===== src/rtl/imm_encoder_pkg.sv =====
// Shared types and constants for the RV32 immediate encoder.
// Range limits back the optional IMM_ENC_RANGE_CHECK_EN checks.
package imm_encoder_pkg;

    typedef enum logic [1:0] {
        IMM_I = 2'b00,
        IMM_S = 2'b01,
        IMM_B = 2'b10,
        IMM_J = 2'b11
    } imm_src_e;

    localparam logic [31:0] NOP_INSTR = 32'h0000_0013;

    localparam int IMM_IS_MIN = -2048;
    localparam int IMM_IS_MAX = 2047;
    localparam int IMM_B_MIN  = -4096;
    localparam int IMM_B_MAX  = 4094;
    localparam int IMM_J_MIN  = -1048576;
    localparam int IMM_J_MAX  = 1048574;

    typedef struct packed {
        logic [1:0]  src;
        logic [6:0]  opcode;
        logic [4:0]  rd;
        logic [4:0]  rs1;
        logic [4:0]  rs2;
        logic [2:0]  funct3;
        logic [20:0] imm;
        logic        range_err;
        logic        align_err;
    } s1_t;

    function automatic logic imm_out_of_range(input logic [1:0] src,
                                              input logic [31:0] imm);
        int s;
        int lo;
        int hi;
        s = $signed(imm);
        lo = IMM_IS_MIN;
        hi = IMM_IS_MAX;
        unique case (imm_src_e'(src))
            IMM_I, IMM_S: begin
                lo = IMM_IS_MIN;
                hi = IMM_IS_MAX;
            end
            IMM_B: begin
                lo = IMM_B_MIN;
                hi = IMM_B_MAX;
            end
            IMM_J: begin
                lo = IMM_J_MIN;
                hi = IMM_J_MAX;
            end
        endcase
        return (s < lo) || (s > hi);
    endfunction

endpackage


===== src/rtl/imm_enc_pack.sv =====
// Combinational packer: format plus register fields and immediate
// bits to an RV32 instruction word.
module imm_enc_pack
    import imm_encoder_pkg::*;
(
    input  logic [1:0]  imm_src,
    input  logic [6:0]  opcode,
    input  logic [4:0]  rd,
    input  logic [4:0]  rs1,
    input  logic [4:0]  rs2,
    input  logic [2:0]  funct3,
    input  logic [20:0] imm,
    output logic [31:0] instr
);

    always_comb begin
        instr = '0;
        unique case (imm_src_e'(imm_src))
            IMM_I: instr = {imm[11:0], rs1, funct3, rd, opcode};
            IMM_S: instr = {imm[11:5], rs2, rs1, funct3,
                            imm[4:0], opcode};
            IMM_B: instr = {imm[12], imm[10:5], rs2, rs1, funct3,
                            imm[4:1], imm[11], opcode};
            IMM_J: instr = {imm[20], imm[10:1], imm[11],
                            imm[19:12], rd, opcode};
        endcase
    end

endmodule


===== src/rtl/imm_encoder.sv =====
// Two-stage valid/ready RV32 immediate encoder (I/S/B/J).
// Define IMM_ENC_RANGE_CHECK_EN to flag bad immediates and emit NOPs.
module imm_encoder
    import imm_encoder_pkg::*;
#(
    parameter int width = 32
) (
    input  logic             CLK,
    input  logic             RST,
    input  logic             IN_VALID,
    output logic             IN_READY,
    input  logic [1:0]       IMMSrc,
    input  logic [6:0]       OPCODE,
    input  logic [4:0]       RD,
    input  logic [4:0]       RS1,
    input  logic [4:0]       RS2,
    input  logic [2:0]       FUNCT3,
    input  logic [width-1:0] IMM,
    output logic [width-1:0] INSTR,
    output logic             OUT_VALID,
    input  logic             OUT_READY,
    output logic             RANGE_ERR,
    output logic             ALIGN_ERR,
    output logic [15:0]      ENC_COUNT
);

    logic        s1_valid_q, s1_valid_d;
    s1_t         s1_q, s1_d;
    logic        s2_valid_q, s2_valid_d;
    logic [31:0] instr_q, instr_d;
    logic        range_err_q, range_err_d;
    logic        align_err_q, align_err_d;
    logic [15:0] count_q, count_d;

    logic        s2_load;
    logic        in_fire;
    logic        out_fire;
    logic        range_chk;
    logic        align_chk;
    logic [31:0] packed_word;

    assign s2_load  = !s2_valid_q || OUT_READY;
    assign IN_READY = !RST && (!s1_valid_q || s2_load);
    assign in_fire  = IN_VALID && IN_READY;
    assign out_fire = s2_valid_q && OUT_READY;

`ifdef IMM_ENC_RANGE_CHECK_EN
    always_comb begin
        range_chk = imm_out_of_range(IMMSrc, IMM);
        align_chk = IMM[0] && ((IMMSrc == IMM_B) || (IMMSrc == IMM_J));
    end
`else
    logic unused_imm_hi;
    assign unused_imm_hi = ^IMM[31:21];
    assign range_chk = 1'b0;
    assign align_chk = 1'b0;
`endif

    imm_enc_pack u_pack (
        .imm_src (s1_q.src),
        .opcode  (s1_q.opcode),
        .rd      (s1_q.rd),
        .rs1     (s1_q.rs1),
        .rs2     (s1_q.rs2),
        .funct3  (s1_q.funct3),
        .imm     (s1_q.imm),
        .instr   (packed_word)
    );

    always_comb begin
        s1_d        = s1_q;
        s2_valid_d  = s2_valid_q;
        instr_d     = instr_q;
        range_err_d = range_err_q;
        align_err_d = align_err_q;
        count_d     = count_q;

        if (in_fire) begin
            s1_d.src       = IMMSrc;
            s1_d.opcode    = OPCODE;
            s1_d.rd        = RD;
            s1_d.rs1       = RS1;
            s1_d.rs2       = RS2;
            s1_d.funct3    = FUNCT3;
            s1_d.imm       = IMM[20:0];
            s1_d.range_err = range_chk;
            s1_d.align_err = align_chk;
        end
        s1_valid_d = in_fire || (s1_valid_q && !s2_load);

        if (s2_load) begin
            s2_valid_d = s1_valid_q;
            if (s1_valid_q) begin
                instr_d     = packed_word;
                range_err_d = s1_q.range_err;
                align_err_d = s1_q.align_err;
`ifdef IMM_ENC_RANGE_CHECK_EN
                // Bad immediates still flow through, but as a harmless NOP
                if (s1_q.range_err || s1_q.align_err) begin
                    instr_d = NOP_INSTR;
                end
`endif
            end
        end

        if (out_fire) begin
            count_d = count_q + 16'd1;
        end
    end

    always_ff @(posedge CLK) begin
        if (RST) begin
            s1_valid_q  <= 1'b0;
            s1_q        <= '0;
            s2_valid_q  <= 1'b0;
            instr_q     <= '0;
            range_err_q <= 1'b0;
            align_err_q <= 1'b0;
            count_q     <= '0;
        end else begin
            s1_valid_q  <= s1_valid_d;
            s1_q        <= s1_d;
            s2_valid_q  <= s2_valid_d;
            instr_q     <= instr_d;
            range_err_q <= range_err_d;
            align_err_q <= align_err_d;
            count_q     <= count_d;
        end
    end

    assign INSTR     = instr_q;
    assign OUT_VALID = s2_valid_q;
    assign RANGE_ERR = range_err_q;
    assign ALIGN_ERR = align_err_q;
    assign ENC_COUNT = count_q;

endmodule


===== config.mk =====
export PLATFORM = sky130hd
export DESIGN_NAME = imm_encoder
export DESIGN_NICKNAME = d
export VERILOG_FILES = /design/src/rtl/imm_encoder_pkg.sv /design/src/rtl/imm_enc_pack.sv /design/src/rtl/imm_encoder.sv
export SDC_FILE = /design/constraint.sdc
export NUM_CORES = 1
export LEC_CHECK = 0
export ABC_AREA = 1
export BUFFER_PORTS_ARGS = -buffer_cell sky130_fd_sc_hd__buf_4
export CORE_MARGIN = 5
export CORE_UTILIZATION = 50
export DETAILED_ROUTE_END_ITERATION = 16
export GPL_TIMING_DRIVEN = 1
export PLACE_DENSITY = 0.77
export SYNTH_ARGS = -nofsm -noshare
export SYNTH_HDL_FRONTEND = slang
export SYNTH_SLANG_ARGS = --single-unit

===== constraint.sdc =====
create_clock -name CLK -period 1.32 [get_ports CLK]
set_input_delay 0.132 -clock CLK [delete_from_list [all_inputs] [get_ports CLK]]
set_output_delay 0.132 -clock CLK [all_outputs]
set_load 0.05 [all_outputs]

==> run summary <==
status -> finished with violations
violated checks -> setup timing
GRT overflow -> 0
CTS Root Cell -> clkbuf_8
utilization after layout -> 72.2%
Antenna diodes -> 0
max_cap viols -> 0
Leakage Power -> 2.58 nW
initial core utilization -> 51.1%
non-filler instance count after layout -> 775
synth unique cells -> 28
Final Power -> 6.28 mW
Async S/R FF share, synth -> 0%
RePlAce Congestion -> 0.823
vias in the first global route -> 3745
initial antenna violation count -> 0
power per cell area -> 1130 nW/µm²
fin crit period -> 1.33 ns
Crit Path Max Fanout -> 4
fill cell count -> 618
CP max stage delay -> 0.39 ns
CP Data Arrival Time -> 1.19 ns
Reg clk slew, reported paths -> 0.09 ns
Worst Setup End Kind -> output pin
DR WL/cell -> 14.8 µm
Area growth, synth to finish -> 41.2%
die extent in y -> 98.9 µm
Post-Place Setup Slack -> -0.0377 ns
design area -> 5580 µm²
drt initial violations -> 284
post-detail-place hpwl -> 7.17 mm
dpl cell area -> 4910 µm²
clock skew -> 0.0138 ns
ys flop type -> dfxtp_1
Mean Syn Cell Area -> 7.38 µm²
# IOs -> 115
largest net degree at the start of global routing -> 86
Mapped Area -> 3950 µm²
number of synthesized flops with an enable pin -> 0
via density per instance -> 5.28
Synth warnings -> 0
Post-Route WL -> 11.5 mm
CTS Sinks -> 98
Mapped Cells -> 535
#FFs+latches synth -> 98
clk buf depth -> 2
gr usage total -> 22.7%
RSZ-0062 raised after global routing -> true
Critical Path Start Type -> flop
Hold Fails Final Rpt -> 0
final setup fails -> 1
TritonCTS clock tree -> done
Seq/Total Area, Yosys -> 49.7%
CP Data Required Time -> 1.19 ns
H-Tree Depth -> 3
CP Class -> flop to output pin
sequence of cells on the critical path -> nand3_4, nand2_4, inv_4, buf_12, buf_12
I/O Buffers -> 101
area occupied by multi-input gates -> 1730 µm²
CTS Buf Count -> 9
Worst VDD drop -> 1090 µV
cell row count -> 32
R2R setup slack -> 0.07 ns
Chip Width -> 98.9 µm
share of layout cells above drive strength 1 -> 27.0%
via count -> 4094
first-pass GRT wire length -> 18.0 mm
remaining routing DRC violations -> 0
crit path max-delay cell type -> dfxtp_4
max frequency -> 0.754 GHz
Pins Over Slew Limit -> 0
PnR worst setup slack -> -0.00606 ns
Clock Latency Late Sink -> 0.36 ns
Hold Path Class -> primary input to flop
CP most frequent cell -> buf_12
Core Area -> 7730 µm²
Inst Count DP -> 727
drt first pass iters -> 7
Final nets -> 732
Routed Antenna Nets -> 0
full die area -> 9780 µm²
fin crit share -> 100%
Reg area -> 1990 µm²
[flip-flops by register name (all words and copies together), names as in the netlist]
name / cells
ENC_COUNT: 16
INSTR: 32
OUT_VALID: 1
s1_q: 48
s1_valid_q: 1
[timing repair]
action                                 in CTS  in global routing
endpoints found under the hold margin      25                  1
resized for setup                           6                 20
hold buffers                               25                  1
buffers inserted                            2                  1
setup endpoints to repair                   6                 54
pin swaps                                   0                  6
gates cloned                                2                  1
[worst max-delay path: cells and delay by family (launching register included)]
kind,cells,cell delay (ns)
buffers and inverters,3,0.30
AND/OR/NAND/NOR,2,0.16
flip-flops,1,0.39
[cell usage in the layout, fill, tap and decap left out, types with 4 or more instances in the layout]
| master | count |
|---|---|
| a21oi_1 | 44 |
| buf_12 | 5 |
| buf_4 | 118 |
| clkbuf_8 | 11 |
| dfxtp_1 | 82 |
| dfxtp_2 | 13 |
| dlygate4sd3_1 | 26 |
| inv_1 | 35 |
| inv_2 | 6 |
| nand2_1 | 89 |
| nand2_2 | 5 |
| nand3_1 | 82 |
| nor2_1 | 68 |
| nor3_1 | 4 |
| o211ai_1 | 5 |
| o21ai_0 | 43 |
| o21ai_1 | 4 |
[stage by stage]
step	TNS (ns)	hold WS, ns
2_1_floorplan	0	0.270
3_3_place_gp	0	0.356
3_5_place_dp	-0.0739	0.359
4_1_cts	-0.0490	0.00129
5_1_grt	-0.0819	0.00817
6_report	-0.00606	0.00605
[path summary, 6_finish.rpt]
check                              start                     end  cells past startpoint
setup reg to reg  OUT_VALID$_SDFFE_PP0P_  INSTR[16]$_SDFFE_PP0P_                      6
hold reg to reg    s1_q[15]$_SDFFE_PP0P_  INSTR[13]$_SDFFE_PP0P_                      2
hold / removal                    RS2[0]   s1_q[26]$_SDFFE_PP0P_                      3
setup / recovery  OUT_VALID$_SDFFE_PP0P_                IN_READY                      5
[metal layers]
metal / wire length, µm / up-vias / global-route usage [%]
li1: - / 2012 / -
met1: 4570 / 1887 / 27.7
met2: 5610 / 173 / 38.9
met3: 1070 / 22 / 5.80
met4: 243 / 0 / 7.67
met5: 0 / - / 0
[layout make-up]
class / instances / area share (%)
multi-input cells: 362 / 31.0
inverters: 44 / 3.09
flip-flops and latches: 98 / 35.7
well taps: 102 / 2.29
repair buffers: 153 / 24.2
clock inverters: 5 / 1.10
clock buffers: 11 / 2.71
[synth_stat cells, drive strengths merged, types with 3 or more instances]
cell / instances / area [µm²]
dfxtp: 98 / 1960
nand2: 95 / 364
nand3: 83 / 415
nor2: 72 / 289
o21ai: 47 / 235
a21oi: 44 / 220
inv: 44 / 170
buf: 19 / 108
clkbuf: 13 / 48.8
nor3: 6 / 35.0
o211ai: 5 / 37.5
nand4: 3 / 18.8
[where the power goes]
| part | switching [mW] | internal [mW] | total [mW] |
|---|---|---|---|
| sequential | 0.0943 | 3.11 | 3.20 |
| clock | 1.05 | 0.991 | 2.04 |
| combinational | 0.601 | 0.437 | 1.04 |
[kinds of logic after synthesis]
group / share of synthesized area [%]
adder cells (fa/ha/maj): 0.317
buffers and inverters: 8.27
AO/OA/AOI/OAI: 12.8
flip-flops: 49.7
AND/OR/NAND/NOR: 28.6
other: 0.0949
XOR/XNOR: 0.222
(Power assumes the default switching activity.)
